$ cat src/rtl/mux_arbiter8.sv
// Round-robin arbiter owning the select of a shared 8:1 32-bit mux.
// One requester holds the grant for at most MAX_BURST accepted beats, then one idle cycle.
module mux_arbiter8 #(
  parameter int MAX_BURST = 4
) (
  input  logic       clk,
  input  logic       rst,
  input  logic [7:0] req,
  input  logic       out_ready,
  output logic [2:0] sel,
  output logic [7:0] gnt,
  output logic       out_valid,
  output logic       busy
);

  typedef enum logic {IDLE, GRANT} state_t;

  localparam logic [7:0] LAST = 8'(MAX_BURST - 1);

  state_t     state_q, state_d;
  logic [2:0] ptr_q, ptr_d;
  logic [2:0] sel_q, sel_d;
  logic [7:0] cnt_q, cnt_d;
  logic [7:0] gnt_q, gnt_d;

  logic       found;
  logic [2:0] pick;
  logic [2:0] idx;
  logic       accept;
  logic       rel;

  assign busy      = (state_q == GRANT);
  assign out_valid = busy && req[sel_q];
  assign sel       = sel_q;
  assign gnt       = gnt_q;
  assign accept    = out_valid && out_ready;
  // A dropped request releases immediately; otherwise release on the last beat of the tenure.
  assign rel       = busy && (!req[sel_q] || (accept && (cnt_q == LAST)));

  // First requester at or after ptr, wrapping mod 8.
  always_comb begin
    found = 1'b0;
    pick  = ptr_q;
    idx   = '0;
    for (int k = 0; k < 8; k++) begin
      idx = ptr_q + 3'(k);
      if (!found && req[idx]) begin
        found = 1'b1;
        pick  = idx;
      end
    end
  end

  always_comb begin
    state_d = state_q;
    ptr_d   = ptr_q;
    sel_d   = sel_q;
    cnt_d   = cnt_q;
    gnt_d   = gnt_q;
    case (state_q)
      IDLE: begin
        if (found) begin
          state_d = GRANT;
          sel_d   = pick;
          gnt_d   = 8'b1 << pick;
          cnt_d   = '0;
        end
      end
      GRANT: begin
        if (rel) begin
          state_d = IDLE;
          gnt_d   = '0;
          ptr_d   = sel_q + 3'd1;
          cnt_d   = '0;
        end else if (accept) begin
          cnt_d = cnt_q + 8'd1;
        end
      end
      default: state_d = IDLE;
    endcase
  end

  always_ff @(posedge clk) begin
    if (rst) begin
      state_q <= IDLE;
      ptr_q   <= '0;
      sel_q   <= '0;
      cnt_q   <= '0;
      gnt_q   <= '0;
    end else begin
      state_q <= state_d;
      ptr_q   <= ptr_d;
      sel_q   <= sel_d;
      cnt_q   <= cnt_d;
      gnt_q   <= gnt_d;
    end
  end

endmodule

$ cat config.mk
export PLATFORM = sky130hd
export DESIGN_NAME = mux_arbiter8
export DESIGN_NICKNAME = d
export VERILOG_FILES = /design/src/rtl/mux_arbiter8.sv
export SDC_FILE = /design/constraint.sdc
export NUM_CORES = 1
export LEC_CHECK = 0
export ABC_CLOCK_PERIOD_IN_PS = 3060
export CORE_MARGIN = 1.5
export CORE_UTILIZATION = 51
export CTS_CLUSTER_DIAMETER = 150
export DETAILED_ROUTE_END_ITERATION = 10
export GPL_TIMING_DRIVEN = 0
export PLACE_DENSITY_LB_ADDON = 0.12
export SLEW_MARGIN = 20
export SYNTH_ARGS = -nofsm -noshare
export SYNTH_HDL_FRONTEND = slang
export SYNTH_SLANG_ARGS = --single-unit
$ cat constraint.sdc
create_clock -name clk -period 3.06 [get_ports clk]
set_clock_uncertainty 0.2 [all_clocks]
set_input_delay 0.918 -clock clk [delete_from_list [all_inputs] [get_ports clk]]
set_output_delay 0.918 -clock clk [all_outputs]
set_load 0.05 [all_outputs]
==> reports/results.txt <==
worst r2r path cells - 11
crit-path max FO - 7
peak supply drop - 0.000658 V
clock tree buffer depth - 2
crit path kind - primary input to output port
Crit. End Element - output port
placed wire-length estimate - 3550 um
Hold Violations, Final - 0
ys flop type - dfxtp_1
setup ws final - -0.126 ns
Comb power frac - 0.815
hold depth - 2
I/O pin total - 24
worst min path class - register to register
total grt overflow - 0
first-pass GRT wire length - 9230 um
most frequent cells in the layout - 30 x buf_4, 24 x nand2_1, 21 x dfxtp_1
vias in the first global route - 1939
Starting Density - 0.543
R2R Path End - cnt_q[4]$_SDFFE_PP0P_
H-tree depth - 1
total power - 0.00339 W
die width - 66.4 um
Critical Path Source - req[7]
synth unique cells - 61
Avg Synthesized Cell Area - 9.32 um2
antenna violations before repair - 0
EDFF count, synth - 0
GP Congestion - 0.899
most common cell after layout, fill and taps aside - buf_4
cell-internal power - 0.00177 W
CP Data Arrival Time - 2.07 ns
Die H - 66.4 um
DR iter-0 viols - 190
relative slew slack - 0.605
WL/cell - 20.6 um
Max Clk Rate - 314 MHz
Flop pwr share - 0.128
n_diodes - 0
P&R area growth vs syn - 51.0%
post-synthesis register bit count - 23
Setup Viol. Count Final - 8
Worst-Margin Slew - 0.591 ns
Max Cap Viol - 0
CTS sink cnt - 23
Leakage - 1.14 nW
number of core rows - 22
Worst setup SP type - primary input
Synth async-reset ratio - 0
status - complete, but fails checks
clk_lat worst skew - 0.27 ns
layout cells sized above 1 - 0.461
worst reg2reg path startpoint - ptr_q[1]$_SDFFE_PP0P_
synthesized cell area - 0.00205 mm2
CTS tree - yes
Required @ worst endpoint - 1.94 ns
clock share of power - 0.057
Core Region - 0.00377 mm2
min-delay src - gnt[5]$_SDFFE_PP0P_
Hold EP - gnt[5]$_SDFFE_PP0P_
Clock Tree Root - clkbuf_8
Detail Route Antenna Nets - 0
switching portion of total power - 0.476
detailed-router iteration count before antenna repair - 4
switching power - 0.00161 W
Post-CTS Hold Fix Bufs - 0
drt total wl - 6820 um
setup tns final - -0.438 ns
DIE AREA - 0.00441 mm2
max-slew violation count - 0
failing checks - negative setup slack
r2r setup slk - -0.10 ns
via count - 2179
pwr dens - 1090 mW/mm2
min cycle time layout - 3.19 ns
drc violations - 0
Final #Nets - 300
RSZ-0062 raised after global routing - yes
Mapped Nets - 235
largest net degree at the start of global routing - 14
port buffer count - 23
Final Cycle Share - 1.04
sequential area share after synthesis - 0.225
DR vias/cell - 6.56
Num CTS Buffers - 3
clock-pin slew on the worst setup and hold paths - 0.08 ns
Yosys Warn Count - 0
cell count after synthesis - 220
Tot GR Track Use - 0.275
-- how the worst max path moves through the flow --
stage | slack (ns) | cells past startpoint | end
detailed placement | -1.28 | 6 | out_valid
global route | -0.17 | 14 | cnt_q[7]$_SDFFE_PP0P_
floorplan | -0.05 | 4 | out_valid
CTS | -0.14 | 6 | out_valid
finish | -0.13 | 6 | out_valid
global placement | -1.28 | 6 | out_valid
-- synthesized netlist by cell type (all sizes together), types with 4 or more instances --
cell type,number,area [um2]
mux2i,16,173
dfxtp,23,460
o211ai,4,30.0
xnor2,5,43.8
nor2,18,67.6
nand2b,5,31.3
xor2,5,51.3
ha,4,50.1
o21ai,10,50.1
buf,8,53.8
nand2,25,93.8
mux4,13,297
inv,8,30.0
a22o,5,52.6
a21oi,10,50.1
nand3,6,30.0
-- cells by family after synthesis --
logic type | synth area share
and+or+nand+nor | 0.175
AOI/OAI and AO/OA | 0.237
muxes | 0.245
DFF | 0.225
buffers and inverters | 0.0464
xor gates and xnor gates | 0.0464
adders and majority gates | 0.0244
-- what timing repair did --
action | in CTS | in global routing
pin swaps | 21 | 20
buffers inserted | 26 | 16
resized for setup | 85 | 59
setup endpoints to repair | 20 | 20
cloned | 1 | 0
-- metrics by stage --
| stage | util | instances | setup WS, ns | cell area (um2) | hold slack (ns) |
|---|---|---|---|---|---|
| 3_5_place_dp | 0.634 | 291 | -1.28 | 2390 | 0.240 |
| 3_3_place_gp | 0.634 | 291 | -1.28 | 2390 | 0.236 |
| 2_1_floorplan | - | 220 | -0.0457 | 2100 | 0.249 |
| 5_1_grt | 0.821 | 332 | -0.167 | 3100 | 0.266 |
| 4_1_cts | 0.746 | 319 | -0.142 | 2810 | 0.251 |
| 6_report | 0.821 | 332 | -0.126 | 3100 | 0.247 |
-- layer usage --
layer	up-vias	track usage	wire (um)
met5	-	0	0
met4	0	0.0612	265
met3	28	0.0528	508
met2	126	0.463	3340
met1	1054	0.365	2710
li1	971	-	-
-- power groups by stage --
stage	sequential (W)	clock, W	combinational (W)
floorplan	0.000579	0	0.00129
global placement	0.000423	0	0.00179
detailed placement	0.000425	0	0.00181
CTS	0.000421	0.000194	0.00231
global route	0.000441	0.000208	0.00290
finish	0.000433	0.000194	0.00276
-- state kept, by name, indices dropped and copies added (netlist names) --
signal,cells
gnt,8
busy,1
sel,3
cnt_q,8
ptr_q,3
-- critical path: stages --
cell and delay [ns]:
buf_8 0.11, mux4_2 0.47, mux2i_2 0.20, nand2b_4 0.17, inv_2 0.05, buf_8 0.14
-- final cells by class --
type,instances,area (um2)
buffer,7,68.8
clock buffer,3,41.3
clock inverter,1,5.00
fill,200,676
inverter,8,42.5
multi-input combinational,178,1770
sequential,23,468
tap,48,60.1
timing repair buffer,64,637
Note: power is estimated with default switching activity, not from simulation.
